File: src/rtl/schmidl_cox_periodic_framer_if.sv
// Sample stream bundle for the Schmidl-Cox framer:
// input side (i_*) and output side (o_*) in one handshake interface.
interface schmidl_cox_periodic_framer_if #(
  parameter int WIDTH = 32
);
  logic [WIDTH-1:0] i_tdata;
  logic             i_ttrig;
  logic             i_tvalid;
  logic             i_tready;
  logic [WIDTH-1:0] o_tdata;
  logic             o_tlast;
  logic             o_tvalid;
  logic             o_tready;

  modport master (
    output i_tdata, i_ttrig, i_tvalid,
    input  i_tready,
    input  o_tdata, o_tlast, o_tvalid,
    output o_tready
  );

  modport slave (
    input  i_tdata, i_ttrig, i_tvalid,
    output i_tready,
    output o_tdata, o_tlast, o_tvalid,
    input  o_tready
  );
endinterface

File: src/rtl/schmidl_cox_periodic_framer.sv
// Trigger-aligned offset/gap/frame slicer behind the Schmidl-Cox detector.
// Define SCHMIDL_COX_FRAMER_EOB_EN to add o_eob on the final tlast of a burst.
module schmidl_cox_periodic_framer #(
  parameter logic [7:0] SR_BASE = 8'h10,
  parameter int         WIDTH   = 32,
  parameter int         CNT_W   = 16
) (
  input  logic        ce_clk,
  input  logic        ce_rst_n,
  input  logic        set_stb,
  input  logic [7:0]  set_addr,
  input  logic [31:0] set_data,
  schmidl_cox_periodic_framer_if.slave strm,
  output logic        busy
`ifdef SCHMIDL_COX_FRAMER_EOB_EN
  ,
  output logic        o_eob
`endif
);

  typedef enum logic [1:0] {
    IDLE, OFFSET, GAP, FRAME
  } state_e;

  localparam logic [CNT_W-1:0] ONE = 1;

  state_e           state_q, state_d;
  logic [CNT_W-1:0] len_q, len_d;
  logic [CNT_W-1:0] gap_q, gap_d;
  logic [CNT_W-1:0] off_q, off_d;
  logic [CNT_W-1:0] max_q, max_d;
  logic [CNT_W-1:0] wlen_q, wlen_d;
  logic [CNT_W-1:0] wgap_q, wgap_d;
  logic [CNT_W-1:0] wmax_q, wmax_d;
  logic [CNT_W-1:0] woff_q, woff_d;
  logic [CNT_W-1:0] cnt_q, cnt_d;
  logic [CNT_W-1:0] fcnt_q, fcnt_d;

  logic             in_frame;
  logic             beat;
  logic             trig;
  logic             last_beat;
  logic             final_frm;
  logic [CNT_W-1:0] len_eff;
  logic [CNT_W-1:0] fcnt_inc;

  assign in_frame  = state_q == FRAME;
  assign beat      = strm.i_tvalid & strm.i_tready;
  assign trig      = beat & strm.i_ttrig & ~in_frame;
  assign len_eff   = (wlen_q == '0) ? ONE : wlen_q;
  assign last_beat = cnt_q == len_eff - ONE;
  assign fcnt_inc  = fcnt_q + ONE;
  assign final_frm = (wmax_q != '0) && (fcnt_inc == wmax_q);

  assign strm.o_tdata  = strm.i_tdata;
  assign strm.o_tvalid = in_frame & strm.i_tvalid;
  assign strm.i_tready = in_frame ? strm.o_tready : 1'b1;
  assign strm.o_tlast  = in_frame & last_beat;
  assign busy          = state_q != IDLE;

`ifdef SCHMIDL_COX_FRAMER_EOB_EN
  assign o_eob = strm.o_tlast & final_frm;
`endif

  always_comb begin
    len_d = len_q;
    gap_d = gap_q;
    off_d = off_q;
    max_d = max_q;
    if (set_stb) begin
      case (set_addr)
        SR_BASE:         len_d = set_data[CNT_W-1:0];
        SR_BASE + 8'd1:  gap_d = set_data[CNT_W-1:0];
        SR_BASE + 8'd2:  off_d = set_data[CNT_W-1:0];
        SR_BASE + 8'd3:  max_d = set_data[CNT_W-1:0];
        default: ;
      endcase
    end
  end

  always_comb begin
    state_d = state_q;
    cnt_d   = cnt_q;
    fcnt_d  = fcnt_q;
    wlen_d  = wlen_q;
    wgap_d  = wgap_q;
    woff_d  = woff_q;
    wmax_d  = wmax_q;
    if (trig) begin
      // Trigger sample is dropped; fresh settings own the new burst.
      wlen_d = len_q;
      wgap_d = gap_q;
      woff_d = off_q;
      wmax_d = max_q;
      cnt_d  = '0;
      fcnt_d = '0;
      if (off_q != '0)      state_d = OFFSET;
      else if (gap_q != '0) state_d = GAP;
      else                  state_d = FRAME;
    end else if (beat) begin
      cnt_d = cnt_q + ONE;
      unique case (state_q)
        IDLE: cnt_d = '0;
        OFFSET: begin
          if (cnt_q == woff_q - ONE) begin
            cnt_d   = '0;
            state_d = (wgap_q == '0) ? FRAME : GAP;
          end
        end
        GAP: begin
          if (cnt_q == wgap_q - ONE) begin
            cnt_d   = '0;
            state_d = FRAME;
          end
        end
        FRAME: begin
          if (last_beat) begin
            cnt_d  = '0;
            fcnt_d = fcnt_inc;
            if (final_frm)         state_d = IDLE;
            else if (wgap_q != '0) state_d = GAP;
          end
        end
        default: ;
      endcase
    end
  end

  always_ff @(posedge ce_clk or negedge ce_rst_n) begin
    if (!ce_rst_n) begin
      state_q <= IDLE;
      len_q   <= CNT_W'(64);
      gap_q   <= CNT_W'(16);
      off_q   <= '0;
      max_q   <= ONE;
      wlen_q  <= CNT_W'(64);
      wgap_q  <= CNT_W'(16);
      woff_q  <= '0;
      wmax_q  <= ONE;
      cnt_q   <= '0;
      fcnt_q  <= '0;
    end else begin
      state_q <= state_d;
      len_q   <= len_d;
      gap_q   <= gap_d;
      off_q   <= off_d;
      max_q   <= max_d;
      wlen_q  <= wlen_d;
      wgap_q  <= wgap_d;
      woff_q  <= woff_d;
      wmax_q  <= wmax_d;
      cnt_q   <= cnt_d;
      fcnt_q  <= fcnt_d;
    end
  end

endmodule

File: src/flat_wrapper.sv
// flat-port wrapper written by rule: the top's interface ports become plain ports
module schmidl_cox_periodic_framer_flat 
#(
  parameter logic [7:0] SR_BASE = 8'h10,
  parameter int         WIDTH   = 32,
  parameter int         CNT_W   = 16
)
  (ce_clk, ce_rst_n, set_stb, set_addr, set_data, busy, strm_i_tdata, strm_i_ttrig, strm_i_tvalid, strm_i_tready, strm_o_tdata, strm_o_tlast, strm_o_tvalid, strm_o_tready);
  schmidl_cox_periodic_framer_if #(.WIDTH(WIDTH)) strm_i ();
  input  logic ce_clk;
  input  logic ce_rst_n;
  input  logic set_stb;
  input  logic [7:0] set_addr;
  input  logic [31:0] set_data;
  output logic busy;
  input wire logic [$bits(strm_i.i_tdata)-1:0] strm_i_tdata;
  input wire logic [$bits(strm_i.i_ttrig)-1:0] strm_i_ttrig;
  input wire logic [$bits(strm_i.i_tvalid)-1:0] strm_i_tvalid;
  output wire logic [$bits(strm_i.i_tready)-1:0] strm_i_tready;
  output wire logic [$bits(strm_i.o_tdata)-1:0] strm_o_tdata;
  output wire logic [$bits(strm_i.o_tlast)-1:0] strm_o_tlast;
  output wire logic [$bits(strm_i.o_tvalid)-1:0] strm_o_tvalid;
  input wire logic [$bits(strm_i.o_tready)-1:0] strm_o_tready;
  assign strm_i.i_tdata = strm_i_tdata;
  assign strm_i.i_ttrig = strm_i_ttrig;
  assign strm_i.i_tvalid = strm_i_tvalid;
  assign strm_i_tready = strm_i.i_tready;
  assign strm_o_tdata = strm_i.o_tdata;
  assign strm_o_tlast = strm_i.o_tlast;
  assign strm_o_tvalid = strm_i.o_tvalid;
  assign strm_i.o_tready = strm_o_tready;
  schmidl_cox_periodic_framer #(.SR_BASE(SR_BASE), .WIDTH(WIDTH), .CNT_W(CNT_W)) u_core (.ce_clk(ce_clk), .ce_rst_n(ce_rst_n), .set_stb(set_stb), .set_addr(set_addr), .set_data(set_data), .strm(strm_i), .busy(busy));
endmodule
File: config.mk
export PLATFORM = sky130hd
export DESIGN_NAME = schmidl_cox_periodic_framer_flat
export DESIGN_NICKNAME = d
export VERILOG_FILES = /design/src/rtl/schmidl_cox_periodic_framer_if.sv /design/src/rtl/schmidl_cox_periodic_framer.sv /design/src/flat_wrapper.sv
export SDC_FILE = /design/constraint.sdc
export NUM_CORES = 1
export LEC_CHECK = 0
export CAP_MARGIN = 5
export CELL_PAD_IN_SITES_DETAIL_PLACEMENT = 1
export CELL_PAD_IN_SITES_GLOBAL_PLACEMENT = 2
export CORE_ASPECT_RATIO = 1.1
export CORE_UTILIZATION = 38
export DETAILED_ROUTE_END_ITERATION = 10
export GPL_ROUTABILITY_DRIVEN = 0
export PLACE_DENSITY = 0.91
export REMOVE_ABC_BUFFERS = 1
export SLEW_MARGIN = 30
export SYNTH_ARGS = -nofsm -noshare
export SYNTH_HDL_FRONTEND = slang
export SYNTH_SLANG_ARGS = --single-unit
File: constraint.sdc
create_clock -name ce_clk -period 5.9 [get_ports ce_clk]
set_input_delay 0.885 -clock ce_clk [delete_from_list [all_inputs] [get_ports ce_clk]]
set_output_delay 0.885 -clock ce_clk [all_outputs]
set_load 0.01 [all_outputs]
==> results.md, run 1 <==
- Clock sinks: ~160
- Worst hold-check path type: in2async
- Final Hold Fails: 0
- Hold Slack: 0.352 ns
- Pleak: between 4 and 5 nW
- Cells on worst reg2reg path: 12
- Number of buffers added on ports: 33
- Vias: 7848
- R2R setup slack: 1.43 ns
- Core area: 0.0247 sq mm
- Via density: a little under 6
- Setup TNS: 0 ns
- Synth top area cells: dfrtp_1 40%, nand2_1 8.8%, mux2_2 7.6%
- Ys flop type: dfrtp_1
- Routed length per instance: between 20 and 25 microns
- Row count: 60
- Worst Path Max Fanout: 7
- TritonCTS clock tree: done
- Inserted Clock Buffers: 17
- Mapped Cells: between 1000 and 1500
- Final Cycle Share: between 90% and 100%
- CTS Buffer Depth: 2
- Horiz. Die Dim: 154 microns
- Hpwl dp: 20700 microns
- Compound-gate portion of the synthesized area: between 10% and 20%
- Post-CTS sizing: 0
- Fillers: between 2000 and 3000
- Clock transition at path regs: roughly 0.07 ns
- Max VDD drop: around 0.22 mV
- Die area: between 0.02 and 0.03 sq mm
- Setup CP Type: reg2out
- Area share of the largest cell type after synthesis: between 40% and 50%
- Number of nets with antenna violations after routing: 0
- Root Driver: clkbuf_16
- Simple-gate share of the synthesized area: between 20% and 30%
- Max H-tree Level: 4
- Antenna Cells: 0
- Adder-cell share of the synthesized area: 1.55%
- Outcome: finished clean
- DR pass1 iterations: 4
- Yosys warns: 0
- RSZ-0062 raised after global routing: no
- Drt initial violations: 585
- CP arrival: about 4.5 ns
- Post-synthesis sequential area ratio: between 40% and 50%
- Reg2reg end: u_core.fcnt_q[1]
- Register bit total from synthesis: 162
- Layout cell share with drive strength beyond 1: between 10% and 20%
- Final Skew: 0.0120 ns
- Max-slew violation count: 0
- GRT Total Usage: between 20% and 30%
- Crit path launch type: flip-flop
- Initial core utilization: 39.1%
- Area growth, synth to finish: 9.40%
- Post-synthesis mux area share: around 8.3%
- Worst r2r src: u_core.wlen_q[0]
- Overall Power: 4.24 mW
- Post-synth top cells: 226 x nand2_1, 156 x dfrtp_1, 65 x mux2_2
- Pwr dens: about 400 mW/mm^2
- Synth Area in XOR/XNOR: roughly 7%
- CP Capture Type: primary output
- Final Net Count: 1103
- Mean post-synth cell area: 9.21 sq um
- Most common cell in the synthesized netlist: nand2_1
- Global-route wire length before repair: roughly 47000 microns
- Synth async-reset ratio: 100%
- Post-Route WL: between 20000 and 30000 microns
- Synth cell types: 72
- Post-synth EDFFs: 0
- Vert. Die Dim: 169 microns
- Req. time, crit path: approximately 5 ns
- Actual slew at the worst max-slew pin: 0.933 ns
- Clock Latency Late Sink: 0.44 ns
- Main combinational cell family by area after synthesis: simple AND/OR/NAND/NOR gates
- Setup Viol. Count Final: 0
- Number of global-route vias before repair: 7995
- Largest net degree at the start of global routing: 77
- Cell taking the most area after synthesis: dfrtp_1
- Initial antenna violation count: 0
- Max_slew headroom: between 30% and 40%
- Post-route DRC: 0
- Cts-stage hold buffer count: 0
- Max Cap Viol: 0
- Postcts setup bufs: 0
- Mapped cell area: 0.00966 sq mm
- Total congestion overflow: 0
- Final min period: 5.40 ns
- # IOs: between 100 and 150
- Fmax achieved: around 190 MHz
-- cells by family after synthesis --
logic type	count (synthesis)
and+or+nand+nor	454
buffers and inverters	120
muxes	72
DFF	162
xor gates and xnor gates	78
AOI/OAI and AO/OA	151
adders and majority gates	12
-- final cells by class --
class / count / area (sq um) / share of cell area [%]
Sequential cell: 162 / 4060 / 38.4
Inverter: 24 / 90.1 / 0.852
Timing Repair Buffer: 41 / 399 / 3.78
Clock buffer: 17 / 425 / 4.02
Multi-Input combinational cell: 767 / 5020 / 47.5
Tap cell: 310 / 388 / 3.67
Clock inverter: 15 / 190 / 1.80
-- report_power, final --
part	leakage (nW)	internal (mW)	total (mW)	switching (mW)
registers	2.19	1.23	1.49	0.257
logic	2.23	0.657	1.58	0.921
clock network	0.299	0.648	1.17	0.527
total	4.72	2.54	4.24	1.70
-- sequential cells by signal, summed over array words and instances, names as in the netlist --
name,count
u_core.wlen_q,16
u_core.state_q,2
u_core.woff_q,16
u_core.fcnt_q,16
u_core.wmax_q,16
u_core.wgap_q,16
u_core.len_q,16
u_core.cnt_q,16
u_core.max_q,16
u_core.gap_q,16
u_core.off_q,16
-- routing by layer --
layer  GRT usage [%]  routed length [microns]  vias up
met5            1.71                       29        -
li1                -                        -     3628
met2            37.5                    13700      153
met4            6.52                      441        2
met1            31.6                    13600     4037
met3            4.70                     1170       28
-- how the worst max path moves through the flow --
stage	end	slack, ns	start	cells after the start
floorplan	strm_o_tlast	2.12	u_core.wlen_q[0]	11
CTS	strm_o_tlast	0.57	u_core.wlen_q[0]	12
finish	strm_o_tlast	0.50	u_core.wlen_q[0]	12
detailed placement	strm_o_tlast	1.05	u_core.wlen_q[0]	12
global placement	strm_o_tlast	1.10	u_core.wlen_q[0]	12
global route	strm_o_tlast	0.15	u_core.wlen_q[0]	12
-- metrics by stage --
step	setup slack, ns	cell area [sq um]	utilization, %	std cells
2_1_floorplan	2.12	9140	-	953
3_3_place_gp	1.10	9920	40.2	1303
3_5_place_dp	1.05	9940	40.3	1304
4_1_cts	0.572	10600	42.7	1336
5_1_grt	0.148	10600	42.8	1336
6_report	0.501	10600	42.8	1336
-- cell usage in the layout (no fill, tap or decap), types with 18 or more instances in the layout --
| master | synthesis | layout |
|---|---|---|
| a21oi_1 | 26 | 26 |
| clkdlybuf4s50_1 | 0 | 32 |
| dfrtp_1 | 156 | 156 |
| inv_1 | 24 | 24 |
| mux2_2 | 65 | 65 |
| nand2_1 | 226 | 225 |
| nand3_1 | 31 | 31 |
| nand4_1 | 21 | 21 |
| nor2_1 | 33 | 33 |
| nor3_1 | 28 | 28 |
| nor4_1 | 30 | 29 |
| o21ai_0 | 27 | 27 |
| o311ai_0 | 18 | 18 |
| xnor2_1 | 56 | 56 |
| xor2_1 | 22 | 22 |
-- worst max-delay path, cell delays in order, from the launching register on --
cell	delay (ns)
dfrtp_1	0.47
or4_1	0.66
nor3_2	0.30
a21oi_1	0.12
ha_1	0.26
nor3b_1	0.19
a21o_1	0.20
a32o_1	0.23
nor4b_2	0.22
nor4b_2	0.38
nand4_1	0.32
inv_1	0.17
clkdlybuf4s50_1	0.55
Power figures use the tool's default switching activity.
==> inputs of run 2 (changes only) <==
Settings changed: SLEW_MARGIN 30 to unset.
==> results.md, run 2 (same netlist as run 1, synthesis figures left out) <==
- Hpwl dp: 20700 microns (about the same)
- Drt initial violations: 505 (-14%)
- Hold Slack: 0.354 ns (+0.00174 ns)
- CP bufs+invs: 2 (unchanged)
- Clock transition at path regs: 0.07 ns (about the same)
- Clock Latency Late Sink: 0.44 ns (about the same)
- CP arrival: 4.46 ns (-0.05 ns)
- Pleak: 4.70 nW (-0.30%)
- Area growth, synth to finish: 9.08%
- Worst hold-check path type: in2async
- # IOs: 114 (unchanged)
- RSZ-0062 raised after global routing: no
- Initial core utilization: 39.1% (unchanged)
- Total congestion overflow: 0 (unchanged)
- Commonest non-fill, non-tap cell in the layout: nand2_1
- Setup Viol. Count Final: 0 (unchanged)
- Post-Route WL: 29400 microns (+1.6%)
- Core area: 0.0247 sq mm (unchanged)
- DR pass1 iterations: 5 (+1)
- Layout cell share with drive strength beyond 1: 13.3% (-0.18 points)
- Vias: 7899 (+0.65%)
- Initial antenna violation count: 0 (unchanged)
- Fmax achieved: 187 MHz (+1.1%)
- Via density: 5.92 (+0.73%)
- TritonCTS clock tree: done
- Max_slew headroom: 17.9% (-20 points)
- Final Net Count: 1102 (-0.091%)
- Max Cap Viol: 0 (unchanged)
- Worst path most repeated cell: nor4b_2
- Final Cycle Share: 90.5% (-0.98 points)
- CP Capture Type: primary output
- Crit-path slowest cell: or4_1
- Most frequent cells in the layout: 225 x nand2_1, 156 x dfrtp_1, 65 x mux2_2
- Largest net degree at the start of global routing: 77 (unchanged)
- Outcome: finished clean
- CTS Buffer Depth: 2 (unchanged)
- Root Driver: clkbuf_16
- Inserted Clock Buffers: 17 (unchanged)
- Post-CTS sizing: 0 (unchanged)
- Top Family by Delay on Critical Path: simple AND/OR/NAND/NOR gates
- Max H-tree Level: 4 (unchanged)
- Setup TNS: 0 ns (unchanged)
- Finished Cell Area: 0.0105 sq mm (-0.30%)
- Max VDD drop: 0.221 mV (-0.20%)
- Final Hold Fails: 0 (unchanged)
- Post-route DRC: 0 (unchanged)
- Worst path cell trace: or4_1, nor3_2, a21oi_1, ha_1, nor3b_1, a21o_1, a32o_1, nor4b_2, nor4b_2, nand4_1, inv_1, clkdlybuf4s50_1
- Cell Area, Placed: 0.00992 sq mm (-0.18%)
- Max incr delay on CP: 0.66 ns (about the same)
- Clock sinks: 162 (unchanged)
- Vert. Die Dim: 169 microns (unchanged)
- Postcts setup bufs: 0 (unchanged)
- Final Skew: 0.0149 ns (+0.00292 ns)
- Final min period: 5.34 ns (-0.0579 ns)
- Row count: 60 (unchanged)
- Number of global-route vias before repair: 7954 (-0.51%)
- Number of buffers added on ports: 33 (unchanged)
- Actual slew at the worst max-slew pin: 1.22 ns (+0.287 ns)
- Crit path launch type: flip-flop
- Setup CP Type: reg2out
- Req. time, crit path: 5.02 ns (about the same)
- Max-slew violation count: 0 (unchanged)
- Worst Path Max Fanout: 7 (unchanged)
- Number of nets with antenna violations after routing: 0 (unchanged)
- Die area: 0.0261 sq mm (unchanged)
- GRT Total Usage: 23.4% (+0.097 points)
- Antenna Cells: 0 (unchanged)
- Pwr dens: 403 mW/mm^2 (+0.31%)
- Global-route wire length before repair: 46700 microns (about the same)
- Routed length per instance: 22.0 microns (+1.7%)
- Horiz. Die Dim: 154 microns (unchanged)
- Cts-stage hold buffer count: 0 (unchanged)
run 2: cell count changes in the layout (fill, tap and decap cells not counted), sizes merged:
cell | previous run | this run
buf | 9 | 8
clkinvlp | 2 | 3
inv | 33 | 32
run 2: metal layers:
layer | part of all wire, % | GRT usage (%) | wire [microns] | vias up
li1 | - | - | - | 3632
met1 | 45 | 31.4 | 13300 | 4024
met2 | 48 | 37.9 | 14000 | 199
met3 | 5.2 | 4.65 | 1520 | 44
met4 | 2.0 | 7.04 | 585 | 0
met5 | 0 | 1.71 | 0 | -
run 2: layout make-up:
type / count / area, sq um
clock buffers: 17 / 425
clock inverters: 15 / 189
fillers: 2777 / 14200
inverters: 24 / 90.1
multi-input cells: 767 / 5000
flip-flops and latches: 162 / 4060
well taps: 310 / 388
repair buffers: 40 / 384
run 2: per-stage QoR:
step | power, mW | worst slack (ns) | cells | util [%]
floorplan | 2.57 | 2.12 | 953 | -
global route | 4.47 | 0.324 | 1335 | 42.7
CTS | 4.25 | 0.570 | 1335 | 42.7
global placement | 3.00 | 1.10 | 1303 | 40.2
finish | 4.24 | 0.559 | 1335 | 42.7
detailed placement | 3.06 | 1.05 | 1303 | 40.2
run 2: path summary, 6_finish.rpt:
check / startpoint / end / slack, ns / depth (start not counted)
max reg2reg: u_core.wlen_q[0] / u_core.fcnt_q[12] / 1.50 / 12
min in group ce_clk: u_core.max_q[12] / u_core.wmax_q[12] / 0.47 / 2
max in group asynchronous: ce_rst_n / u_core.woff_q[1] / 4.21 / 2
max: u_core.wlen_q[0] / strm_o_tlast / 0.56 / 12
min reg2reg: u_core.max_q[12] / u_core.wmax_q[12] / 0.47 / 2
min: ce_rst_n / u_core.fcnt_q[0] / 0.35 / 1
run 2: worst register-to-register path, stage by stage (launching register included):
cell and delay (ns):
dfrtp_1 0.47, or4_1 0.66, nor3_2 0.29, a21oi_1 0.11, ha_1 0.26, nor3b_1 0.19, a21o_1 0.20, a32o_1 0.23
nor4b_2 0.24, nor4b_2 0.31, nand4_1 0.31, a21oi_2 0.76, a31oi_1 0.20
run 2: report_power, final:
group          total [mW]  switching (mW)  internal, mW
logic                1.58           0.924         0.654
registers            1.49           0.255          1.23
clock network        1.18           0.531         0.646
total                4.24            1.71          2.53
==> inputs of run 3 (changes only) <==
Settings changed: CORE_ASPECT_RATIO 1.1 to unset, SETUP_SLACK_MARGIN set to 0.05.
==> results.md, run 3 (same netlist as run 1, synthesis figures left out) <==
- Area growth, synth to finish: 9.29%
- Clock transition at path regs: 0.07 ns (about the same)
- Number of nets with antenna violations after routing: 0 (unchanged)
- Inserted Clock Buffers: 17 (unchanged)
- Worst r2r src: u_core.wlen_q[0]
- Pint: 2.47 mW (-2.5%)
- Cell Area, Placed: 0.00995 sq mm (+0.25%)
- Hpwl dp: 20600 microns (-0.48%)
- CP Capture Type: primary output
- Core area: 0.0246 sq mm (-0.38%)
- Die area: 0.0261 sq mm (about the same)
- Fmax achieved: 190 MHz (+1.4%)
- Vert. Die Dim: 161 microns (-4.6%)
- Number of global-route vias before repair: 8288 (+4.2%)
- Number of buffers added on ports: 33 (unchanged)
- Via density: 5.90 (-0.30%)
- Postcts setup bufs: 0 (unchanged)
- Max H-tree Level: 4 (unchanged)
- Routed length per instance: 21.6 microns (-1.6%)
- Reg2reg end: u_core.fcnt_q[5]
- Final Skew: 0.0219 ns (+0.00695 ns)
- Antenna Cells: 0 (unchanged)
- Post-Route WL: 29200 microns (-0.52%)
- Largest net degree at the start of global routing: 114 (+48%)
- Worst Path Max Fanout: 7 (unchanged)
- Max-slew violation count: 0 (unchanged)
- Sw Ratio: 41.5% (+1.1 points)
- Logic pwr share: 38.0% (+0.8 points)
- RSZ-0062 raised after global routing: no
- Cells on worst reg2reg path: 12 (unchanged)
- Clock Latency Late Sink: 0.45 ns (about the same)
- Pwr dens: 400 mW/mm^2 (-0.75%)
- Psw: 1.75 mW (+2.3%)
- Row count: 57 (-5.0%)
- Setup TNS: 0 ns (unchanged)
- CP arrival: 4.38 ns (-0.08 ns)
- Final min period: 5.27 ns (-0.0729 ns)
- Post-route DRC: 0 (unchanged)
- Final Cycle Share: 89.3% (-1.2 points)
- Hold Path End: u_core.wlen_q[6]
- Overall Power: 4.22 mW (-0.56%)
- Initial antenna violation count: 0 (unchanged)
- Most frequent cells in the layout: 225 x nand2_1, 156 x dfrtp_1, 65 x mux2_2
- # IOs: 114 (unchanged)
- Req. time, crit path: 5.02 ns (about the same)
- CTS Buffer Depth: 2 (unchanged)
- GRT Total Usage: 23.5% (+0.16 points)
- Worst setup margin: 0.632 ns (+0.0729 ns)
- Final Net Count: 1103 (+0.091%)
- Pleak: 4.70 nW (about the same)
- Vias: 7964 (+0.82%)
- Finished Cell Area: 0.0106 sq mm (+0.19%)
- Post-CTS sizing: 0 (unchanged)
- Worst hold-check path type: reg2reg
- Setup CP Type: reg2out
- Crit path launch type: flip-flop
- Hold Path Stages: 2
- Sequential power share: 35.3% (+0.2 points)
- Hold Crit Start: u_core.len_q[6]
- Clock sinks: 162 (unchanged)
- R2R setup slack: 1.48 ns (-0.02 ns)
- DR pass1 iterations: 5 (unchanged)
- Final Hold Fails: 0 (unchanged)
- Clock Power Share: 26.7% (-1.0 points)
- Actual slew at the worst max-slew pin: 1.05 ns (-0.175 ns)
- Max_slew headroom: 30.3% (+12 points)
- Setup Viol. Count Final: 0 (unchanged)
- Drt initial violations: 430 (-15%)
- Initial core utilization: 39.3% (+0.15 points)
- TritonCTS clock tree: done
- Outcome: finished clean
- Max VDD drop: 0.250 mV (+13%)
- Horiz. Die Dim: 161 microns (+4.8%)
- Commonest non-fill, non-tap cell in the layout: nand2_1
- Total congestion overflow: 0 (unchanged)
- Placed cells: 1318 (+1.2%)
- Root Driver: clkbuf_16
- Layout cell share with drive strength beyond 1: 13.4% (+0.085 points)
- Max Cap Viol: 0 (unchanged)
- Hold Slack: 0.457 ns (+0.104 ns)
- Pre-CTS setup slack: 1.16 ns (+0.112 ns)
- Final Util: 42.9% (+0.24 points)
- Global-route wire length before repair: 47600 microns (+1.9%)
- Cts-stage hold buffer count: 0 (unchanged)
- Finished Layout Cells: 1350 (+1.1%)
run 3: changes by cell type in the layout (fill, tap and decap cells not counted):
| cell | delta |
|---|---|
| clkinv_8 | +5 |
| clkinv_4 | +2 |
| clkinvlp_4 | -1 |
| inv_8 | -2 |
| inv_6 | -1 |
| clkinv_2 | -1 |
| buf_4 | +1 |
| bufinv_16 | -2 |
run 3: area by class of cell:
cell class / count / area [sq um]
clock buffers: 17 / 425
inverters: 24 / 90.1
clock inverters: 15 / 184
well taps: 324 / 405
repair buffers: 41 / 392
fillers: 2766 / 14000
flip-flops and latches: 162 / 4060
multi-input cells: 767 / 5000
run 3: worst max-delay path by stage:
stage / depth (start not counted) / to / from / slack [ns]
after floorplan: 11 / strm_o_tlast / u_core.wlen_q[0] / 2.12
after global placement: 12 / strm_o_tlast / u_core.wlen_q[0] / 1.21
after detailed placement: 12 / strm_o_tlast / u_core.wlen_q[0] / 1.16
after CTS: 12 / strm_o_tlast / u_core.wlen_q[0] / 0.67
after global routing: 12 / strm_o_tlast / u_core.wlen_q[0] / 0.37
final: 12 / strm_o_tlast / u_core.wlen_q[0] / 0.63
run 3: worst max-delay path, cell delays in order (launching register included):
cell	delay, ns
dfrtp_1	0.47
or4_1	0.66
nor3_2	0.30
a21oi_1	0.11
ha_1	0.33
a22oi_1	0.17
o221ai_1	0.14
nor3_1	0.31
nand4_1	0.18
nor4b_2	0.36
nand4_1	0.26
inv_1	0.11
clkdlybuf4s50_1	0.53
run 3: power groups by stage:
stage                     Combinational [mW]  Clock [mW]  Sequential, mW
after global placement                  1.55           0            1.49
after CTS                               1.61        1.14            1.48
final                                   1.61        1.12            1.49
after floorplan                         1.17           0            1.40
after global routing                    1.78        1.18            1.51
after detailed placement                1.58           0            1.50
run 3: layer usage:
metal  vias to the layer above  global-route usage [%]  wire (microns)
met4                         0                    5.87             366
li1                       3623                       -               -
met2                       206                    37.7           13800
met1                      4103                    32.5           13400
met3                        32                    4.65            1630
met5                         -                    1.52               0
